==> src/rtl/fmv_prefetch_pkg.sv <==
// fmv_prefetch_pkg: shared definitions for the FMV sequential word prefetcher.
//   FP_DEPTH   default FIFO depth in words
//   FP_AW      default cartridge word-address width
//   fp_state_e prefetcher FSM states
package fmv_prefetch_pkg;

    localparam int unsigned FP_DEPTH = 16;
    localparam int unsigned FP_AW    = 23;

    typedef enum logic [1:0] {
        FpIdle  = 2'd0,
        FpFetch = 2'd1,
        FpAbort = 2'd2
    } fp_state_e;

endpackage

==> src/rtl/fmv_prefetch_fifo.sv <==
// fmv_prefetch_fifo: synchronous 16-bit FIFO with a registered head word.
//   clk, rst  clock and synchronous active-high reset
//   push, din write din at the tail (ignored when full unless popping)
//   pop       drop the head word (ignored when empty)
//   flush     empty the FIFO; overrides push and pop
//   dout      registered head word, undefined while level = 0
//   level     current occupancy, 0..DEPTH
module fmv_prefetch_fifo #(
    parameter int unsigned DEPTH = 16
) (
    input  logic                     clk,
    input  logic                     rst,
    input  logic                     push,
    input  logic                     pop,
    input  logic                     flush,
    input  logic [15:0]              din,
    output logic [15:0]              dout,
    output logic [$clog2(DEPTH):0]   level
);

    localparam int unsigned PW = $clog2(DEPTH);

    logic [15:0]   mem_q [DEPTH];
    logic [PW-1:0] wr_ptr_q, wr_ptr_d;
    logic [PW-1:0] rd_ptr_q, rd_ptr_d;
    logic [PW:0]   count_q, count_d, count_after_pop;
    logic [15:0]   dout_q, dout_d;
    logic          push_ok, pop_ok;

    assign pop_ok          = pop && (count_q != '0);
    assign push_ok         = push && ((count_q != (PW+1)'(DEPTH)) || pop_ok);
    assign count_after_pop = count_q - (PW+1)'(pop_ok);

    always_comb begin
        wr_ptr_d = wr_ptr_q;
        rd_ptr_d = rd_ptr_q;
        count_d  = count_q;
        dout_d   = dout_q;
        if (flush) begin
            wr_ptr_d = '0;
            rd_ptr_d = '0;
            count_d  = '0;
        end else begin
            rd_ptr_d = rd_ptr_q + PW'(pop_ok);
            wr_ptr_d = wr_ptr_q + PW'(push_ok);
            count_d  = count_after_pop + (PW+1)'(push_ok);
            // The new head is the word being written this cycle when nothing older remains;
            // the array still holds the old contents here, so bypass din.
            if (push_ok && (count_after_pop == '0)) begin
                dout_d = din;
            end else begin
                dout_d = mem_q[rd_ptr_d];
            end
        end
    end

    always_ff @(posedge clk) begin
        if (rst) begin
            wr_ptr_q <= '0;
            rd_ptr_q <= '0;
            count_q  <= '0;
            dout_q   <= '0;
        end else begin
            wr_ptr_q <= wr_ptr_d;
            rd_ptr_q <= rd_ptr_d;
            count_q  <= count_d;
            dout_q   <= dout_d;
        end
    end

    // Storage needs no reset; validity is tracked by count_q.
    always_ff @(posedge clk) begin
        if (push_ok && !flush) begin
            mem_q[wr_ptr_q] <= din;
        end
    end

    assign dout  = dout_q;
    assign level = count_q;

endmodule

==> src/rtl/fmv_prefetch.sv <==
// fmv_prefetch: streams a contiguous run of 16-bit cartridge words into a FIFO ahead of
// the FMV mapper so data-port reads never stall.
//   start/base_addr/len  begin a new stream (flushes the FIFO, clears underrun)
//   mem_req/mem_addr     single outstanding fetch, held stable until mem_ack
//   mem_ack/mem_dat      fetch completion, data valid in the ack cycle
//   rd_pop/rd_dat        consumer pop and registered head word
//   rd_valid/level       FIFO non-empty flag and occupancy
//   busy                 stream still fetching (or draining an aborted request)
//   underrun             sticky: pop seen while empty
module fmv_prefetch
    import fmv_prefetch_pkg::*;
#(
    parameter int unsigned DEPTH = FP_DEPTH,
    parameter int unsigned AW    = FP_AW
) (
    input  logic                   clk,
    input  logic                   rst,
    input  logic                   start,
    input  logic [AW-1:0]          base_addr,
    input  logic [15:0]            len,
    output logic                   mem_req,
    output logic [AW-1:0]          mem_addr,
    input  logic                   mem_ack,
    input  logic [15:0]            mem_dat,
    input  logic                   rd_pop,
    output logic [15:0]            rd_dat,
    output logic                   rd_valid,
    output logic [$clog2(DEPTH):0] level,
    output logic                   busy,
    output logic                   underrun
);

    localparam int unsigned   LW     = $clog2(DEPTH) + 1;
    localparam logic [LW-1:0] DepthL = LW'(DEPTH);

    fp_state_e     state_q, state_d;
    logic          mem_req_q, mem_req_d;
    logic [AW-1:0] addr_q, addr_d;
    logic [AW-1:0] lat_addr_q, lat_addr_d;
    logic [15:0]   remain_q, remain_d;
    logic [15:0]   lat_len_q, lat_len_d;
    logic          underrun_q, underrun_d;

    logic          fifo_push, fifo_pop, fifo_flush;
    logic [LW-1:0] fifo_level, level_next;
    logic          room;

    // start flushes, so any same-cycle push or pop is moot.
    assign fifo_flush = start;
    assign fifo_push  = !start && (state_q == FpFetch) && mem_req_q && mem_ack;
    assign fifo_pop   = !start && rd_pop && (fifo_level != '0);
    assign level_next = fifo_level + LW'(fifo_push) - LW'(fifo_pop);
    // Request gating looks at next-cycle occupancy so a push never lands on a full FIFO.
    assign room       = level_next < DepthL;

    always_comb begin
        state_d    = state_q;
        mem_req_d  = mem_req_q;
        addr_d     = addr_q;
        remain_d   = remain_q;
        lat_addr_d = lat_addr_q;
        lat_len_d  = lat_len_q;
        underrun_d = underrun_q;

        if (start) begin
            underrun_d = 1'b0;
            if (mem_req_q && !mem_ack) begin
                // A request is in flight: let it finish, discard its data, then restart.
                state_d    = FpAbort;
                lat_addr_d = base_addr;
                lat_len_d  = len;
            end else begin
                addr_d    = base_addr;
                remain_d  = len;
                state_d   = (len != '0) ? FpFetch : FpIdle;
                mem_req_d = (len != '0);
            end
        end else begin
            if (rd_pop && (fifo_level == '0)) begin
                underrun_d = 1'b1;
            end
            case (state_q)
                FpFetch: begin
                    if (mem_req_q) begin
                        if (mem_ack) begin
                            addr_d   = addr_q + AW'(1);
                            remain_d = remain_q - 16'd1;
                            if (remain_q == 16'd1) begin
                                state_d   = FpIdle;
                                mem_req_d = 1'b0;
                            end else begin
                                mem_req_d = room;
                            end
                        end
                    end else begin
                        mem_req_d = (remain_q != '0) && room;
                    end
                end
                FpAbort: begin
                    if (mem_ack) begin
                        addr_d    = lat_addr_q;
                        remain_d  = lat_len_q;
                        state_d   = (lat_len_q != '0) ? FpFetch : FpIdle;
                        mem_req_d = (lat_len_q != '0);
                    end
                end
                default: begin
                    mem_req_d = 1'b0;
                end
            endcase
        end
    end

    always_ff @(posedge clk) begin
        if (rst) begin
            state_q    <= FpIdle;
            mem_req_q  <= 1'b0;
            addr_q     <= '0;
            remain_q   <= '0;
            lat_addr_q <= '0;
            lat_len_q  <= '0;
            underrun_q <= 1'b0;
        end else begin
            state_q    <= state_d;
            mem_req_q  <= mem_req_d;
            addr_q     <= addr_d;
            remain_q   <= remain_d;
            lat_addr_q <= lat_addr_d;
            lat_len_q  <= lat_len_d;
            underrun_q <= underrun_d;
        end
    end

    fmv_prefetch_fifo #(
        .DEPTH (DEPTH)
    ) u_fifo (
        .clk   (clk),
        .rst   (rst),
        .push  (fifo_push),
        .pop   (fifo_pop),
        .flush (fifo_flush),
        .din   (mem_dat),
        .dout  (rd_dat),
        .level (fifo_level)
    );

    assign mem_req  = mem_req_q;
    assign mem_addr = addr_q;
    assign level    = fifo_level;
    assign rd_valid = (fifo_level != '0);
    assign busy     = (state_q != FpIdle);
    assign underrun = underrun_q;

endmodule
==> config.mk <==
export PLATFORM = sky130hd
export DESIGN_NAME = fmv_prefetch
export DESIGN_NICKNAME = d
export VERILOG_FILES = /design/src/rtl/fmv_prefetch_pkg.sv /design/src/rtl/fmv_prefetch_fifo.sv /design/src/rtl/fmv_prefetch.sv
export SDC_FILE = /design/constraint.sdc
export NUM_CORES = 1
export LEC_CHECK = 0
export CORE_MARGIN = 2
export CORE_UTILIZATION = 40
export DETAILED_ROUTE_END_ITERATION = 12
export PLACE_DENSITY_LB_ADDON = 0.12
export SLEW_MARGIN = 20
export SYNTH_ARGS = -nofsm -noshare
export SYNTH_HDL_FRONTEND = slang
export SYNTH_SLANG_ARGS = --single-unit
==> constraint.sdc <==
create_clock -name clk -period 4.5 [get_ports clk]
set_input_delay 0.675 -clock clk [delete_from_list [all_inputs] [get_ports clk]]
set_output_delay 0.675 -clock clk [all_outputs]
set_load 0.01 [all_outputs]
==> out/results.txt, run 1 <==
WP buf/inv: 2
Post-synth EDFFs: 256
Tightest Pin Transition: 0.941 ns
Area Overhead vs Synth: 21.2%
Top Family by Delay on Critical Path: multiplexers
post-DR vias/cell: 5.48
critical-path maximum fanout: 19
Starting Density: 0.406
yosys warns: 0
Ant. Diodes: 0
first-pass GRT wire length: 62.3 mm
total power: 7.90 mW
clk sinks: 367
H-tree depth: 2
setup bufs post-CTS: 0
number of fill cells: 3338
Final Wtd Congestion: 0.772
Layout Skew: 0.0263 ns
post-synthesis sequential area ratio: 0.628
Die ar.: 41000 µm²
worst setup margin: 0.958 ns
VDD IR max: 287 µV
CTS tree: built
FF/Latch Area: 9910 µm²
antenna violations before repair: 0
DRT antenna net count: 0
area occupied by multi-input gates: 5560 µm²
clk_lat worst skew: 0.57 ns
Leakage: 6.27 nW
total length of routed wires: 40.9 mm
CP Cell Sequence: inv_1 -> ha_1 -> nor3b_1 -> nor2b_1 -> nor2_1 -> ha_4 -> buf_4 -> mux4_2 -> mux4_2 -> mux2i_1 -> a211oi_1
PortBufs: 107
synth cell count leaders: 256 x edfxtp_1, 119 x nand2_1, 111 x dfxtp_1
syn_area_per_cell: 13.7 µm²
largest area contributor in the netlist: edfxtp_1
largest net degree at the start of global routing: 66
routed vias: 9983
GRT Total Usage: 0.203
Die W: 203 µm
ys async rst share: 0
worst hold path class: reg -> reg
Num CTS Buffers: 41
Distinct cells, synth: 70
Hold Violations, Final: 0
max-cap viol count: 0
Slew headroom: 0.373
WL/cell: 22.4 µm
Power Density: 413 nW/µm²
post-route insts no fill: 1821
top cell type's share of synthesized area: 0.487
Cells after Synth: 1152
cts hold-fix bufs: 0
crit path launch type: register
Setup TNS Final: 0 ns
DRT Pass-1 Iters: 5
DRT iter0 DRCs: 796
I/O pin total: 108
Worst-path clk slew: 0.06 ns
crit share post-route: 0.787
WS Path Type: reg -> reg
post-DP HPWL: 24.3 mm
# resized after CTS: 0
final setup fails: 0
Max Slew Vio Count: 0
unrepaired setup endpoints after global routing: false
outcome: complete, no violations
Netlist Area Pre-Place: 15800 µm²
Place WS: 0.783 ns
Final nets: 1351
CP Depth: 11
Net Count, Synth: 1233
core area: 38800 µm²
Worst path max stage delay: 0.56 ns
number of remaining DRC errors: 0
Top FF cell, synth: edfxtp_1
cell mode on critical path: mux4_2
R2R depth: 11
Cells after DPL: 1745
Peak Freq: 0.282 GHz
hold path cells: 2
WP data required: 4.91 ns
layout cells sized above 1: 0.170
FF+latch count, synth: 367
Slowest cell on crit path: ha_4
die height: 203 µm
gr ovfl total: 0
main area contributors after synthesis: edfxtp_1 49%, dfxtp_1 14%, mux4_2 11%
row count: 72
CP endpoint kind: register
CTS root buf: clkbuf_16
vias in the first global route: 9930
final worst path period need: 3.54 ns
most numerous cell in the Yosys netlist: edfxtp_1
Crit path arrival time: 3.95 ns
CTS Buffer Depth: 3
==> layer usage <==
metal,track usage,part of all wire,vias to the layer above
met3,0.0343,0.054,47
met5,0,0,-
met2,0.352,0.51,251
met4,0.0454,0.015,0
li1,-,-,4683
met1,0.267,0.42,5002
==> power breakdown <==
part	internal, mW	total, mW	switching, mW
Combinational	0.224	0.517	0.294
Sequential	3.66	3.73	0.0691
Clock	2.25	3.65	1.40
==> sequential cells by signal (all words and copies together), names as in the netlist <==
name / flops
lat_addr_q: 23
lat_len_q: 16
mem_addr: 23
mem_req: 1
remain_q: 16
state_q: 2
u_fifo.dout: 16
u_fifo.level: 5
u_fifo.mem_q: 256
u_fifo.rd_ptr_q: 4
u_fifo.wr_ptr_q: 4
underrun: 1
==> path summary, 6_finish.rpt <==
path                         from             end  slack, ns
setup / recovery  u_fifo.level[2]  u_fifo.dout[3]       0.96
hold / removal      lat_addr_q[9]   lat_addr_q[9]       0.45
setup reg to reg  u_fifo.level[2]  u_fifo.dout[3]       0.96
hold reg to reg     lat_addr_q[9]   lat_addr_q[9]       0.45
==> cell families after synthesis <==
family,synth area share
simple gates,0.0980
buf+inv,0.0247
mux,0.128
xor+xnor,0.0132
compound gates,0.0909
fa+ha+maj,0.0167
flops,0.628
==> tightest hold or removal path: stages (launching register included) <==
cell and delay, ns:
dfxtp_1 0.30, nand2_1 0.05, a21oi_1 0.05
==> metrics by stage <==
stage                     utilization  instance area [µm²]  hold slack (ns)
after floorplan                     -                15800            0.431
after global placement          0.455                17700            0.440
after detailed placement        0.455                17700            0.444
after CTS                       0.493                19100            0.452
after global routing            0.493                19100            0.476
final                           0.493                19100            0.451
==> placed cells by master (no fill, tap or decap), types with 9 or more instances in the layout <==
cell / n
a211oi_1: 30
a21oi_1: 77
a31oi_1: 9
buf_4: 36
bufinv_16: 9
clkbuf_1: 9
clkbuf_16: 42
clkdlybuf4s50_1: 105
dfxtp_1: 111
edfxtp_1: 256
ha_1: 18
inv_1: 20
mux2i_1: 21
mux4_2: 80
nand2_1: 119
nand2b_1: 21
nand3_1: 18
nor2_1: 73
nor2_2: 13
nor3_1: 15
nor4_1: 16
o211ai_1: 19
o21ai_0: 31
xnor2_1: 15
==> area by class of cell <==
cell class                 instances  share of cell area
clock buffer                      51              0.0567
clock inverter                    25              0.0203
inverter                          22             0.00432
multi-input combinational        690               0.291
sequential                       367               0.518
tap                              518              0.0339
timing repair buffer             148              0.0756
Note: power is estimated with default switching activity, not from simulation.
==> inputs of run 2 (changes only) <==
- clock period: 4.5 -> 3.65 ns (I/O delays scaled with it)
==> run 2 against run 1 <==
  * Sequential share of layout area about the same
  * Wire length up 0.47%
  * Global-route usage about the same
  * First-iteration DRC count up 12%
  * Sequential power up 23%
  * Utilization about the same
  * Via count up 2.1%
  * Register-to-register slack worse by 0.58 ns
  * Clock power up 10%
  * Die area unchanged
  * Clock skew down 0.0056 ns
  * Critical path type unchanged
  * Largest cell class unchanged
==> out/results.txt, run 2 (synthesis gave the netlist of run 1 again) <==
CTS root buf: clkbuf_16
Die ar.: 41000 µm²
first-pass GRT wire length: 62.6 mm
Power Density: 485 nW/µm²
r2r startpoint: u_fifo.level[2]
critical-path maximum fanout: 35
gr ovfl total: 0
most frequent cells in the layout: 256 x edfxtp_1, 119 x nand2_1, 111 x dfxtp_1, 105 x clkdlybuf4s50_1, 80 x mux4_2
top sig layer: met4
worst reg2reg endpoint: u_fifo.dout[2]
DRT iter0 DRCs: 893
r2r setup slk: 0.38 ns
WP data required: 4.07 ns
Die W: 203 µm
VDD IR max: 368 µV
CTS tree: built
Tightest Pin Transition: 0.959 ns
Ant. Diodes: 0
Max Slew Vio Count: 0
final setup fails: 0
die height: 203 µm
DRT antenna net count: 0
NetSw: 2.12 mW
Hold Startpoint: lat_addr_q[10]
Area Overhead vs Synth: 21.2%
DRT Pass-1 Iters: 5
most common cell after layout, fill and taps aside: edfxtp_1
Comb power frac: 0.069
crit share post-route: 0.896
R2R depth: 11
Final nets: 1359
number of remaining DRC errors: 0
Largest Register: u_fifo.mem_q
Starting Density: 0.406
CTS Buffer Depth: 3
Clk pwr share: 0.435
outcome: complete, no violations
antenna violations before repair: 0
total length of routed wires: 41.1 mm
Hold Violations, Final: 0
Slew headroom: 0.361
clk sinks: 367
Final Wtd Congestion: 0.768
core area: 38800 µm²
CP endpoint kind: register
Num CTS Buffers: 42
total power: 9.27 mW
post-DR vias/cell: 5.57
H-tree depth: 2
hold path cells: 2
row count: 72
Setup TNS Final: 0 ns
max-cap viol count: 0
Layout Skew: 0.0207 ns
wl on met1: 18.0 mm
Worst-path clk slew: 0.05 ns
max reg flops: 256
routed length on met2: 19.8 mm
Hold Path End: lat_addr_q[10]
PortBufs: 107
clk_lat worst skew: 0.57 ns
Peak Freq: 0.306 GHz
final worst path period need: 3.27 ns
P_int: 7.15 mW
unrepaired setup endpoints after global routing: false
layout cells sized above 1: 0.172
Crit path arrival time: 3.69 ns
worst hold path class: reg -> reg
WL/cell: 22.4 µm
Sw Share: 0.229
# resized after CTS: 0
vias in the first global route: 10092
crit path launch type: register
GRT Total Usage: 0.203
Flop pwr share: 0.496
I/O pin total: 108
setup bufs post-CTS: 0
largest net degree at the start of global routing: 65
routed vias: 10188
post-DP HPWL: 24.5 mm
WS Path Type: reg -> reg
cts hold-fix bufs: 0
Leakage: 6.28 nW
met3 routed WL: 2.27 mm
## run 2: changes by cell type in the layout (fill, tap and decap cells not counted), moves of 2 or more
cell,change
clkinv_2,+2
clkinv_1,-2
clkbuf_8,+7
clkinvlp_4,-4
buf_12,+8
clkbuf_1,+7
bufinv_16,-8
## run 2: area by class of cell
| cell class | instances | area (µm²) |
|---|---|---|
| Inverter | 22 | 82.6 |
| Tap cell | 518 | 648 |
| Fill cell | 3386 | 19700 |
| Clock buffer | 65 | 1210 |
| Clock inverter | 12 | 109 |
| Multi-Input combinational cell | 690 | 5560 |
| Timing Repair Buffer | 155 | 1600 |
| Sequential cell | 367 | 9910 |
## run 2: per-layer routing
layer  GRT usage  vias up
met4      0.0589        0
met1       0.274     5121
met5           0        -
met2       0.334      305
met3      0.0385       62
li1            -     4700
## run 2: power by group through the flow
stage / logic, mW / clock network [mW] / registers [mW]
after floorplan: 0.337 / 0 / 4.67
after global placement: 0.639 / 0 / 4.68
after detailed placement: 0.645 / 0 / 4.68
after CTS: 0.648 / 4.14 / 4.60
after global routing: 0.710 / 4.32 / 4.61
final: 0.644 / 4.03 / 4.60
## run 2: worst max-delay path by stage
stage                         start                  to  slack [ns]  depth (start not counted)
floorplan           u_fifo.level[2]  u_fifo.mem_q[0][0]        0.32                          6
global placement             rd_pop      u_fifo.dout[1]        0.30                          9
detailed placement           rd_pop      u_fifo.dout[4]        0.25                          9
CTS                 u_fifo.level[2]      u_fifo.dout[4]        0.32                         11
global route        u_fifo.level[2]      u_fifo.dout[0]        0.11                         11
finish              u_fifo.level[2]      u_fifo.dout[2]        0.38                         11
## run 2: worst max-delay path, cell delays in order, from the launching register on
cell	delay [ns]
dfxtp_1	0.36
inv_1	0.14
ha_1	0.18
nor3b_1	0.26
nor2b_1	0.20
nor2_1	0.11
ha_4	0.33
buf_12	0.28
mux4_2	0.54
mux4_2	0.47
mux2i_1	0.16
a211oi_1	0.09
## run 2: through the flow
step           setup WS [ns]  cell area (µm²)  std cells  utilization  hold WS, ns
3_5_place_dp           0.251            17800       1752        0.459        0.446
2_1_floorplan          0.316            15800       1152            -        0.431
4_1_cts                0.320            19100       1829        0.492        0.410
5_1_grt                0.115            19100       1829        0.492        0.455
6_report               0.380            19100       1829        0.492        0.451
3_3_place_gp           0.295            17800       1752        0.459        0.440
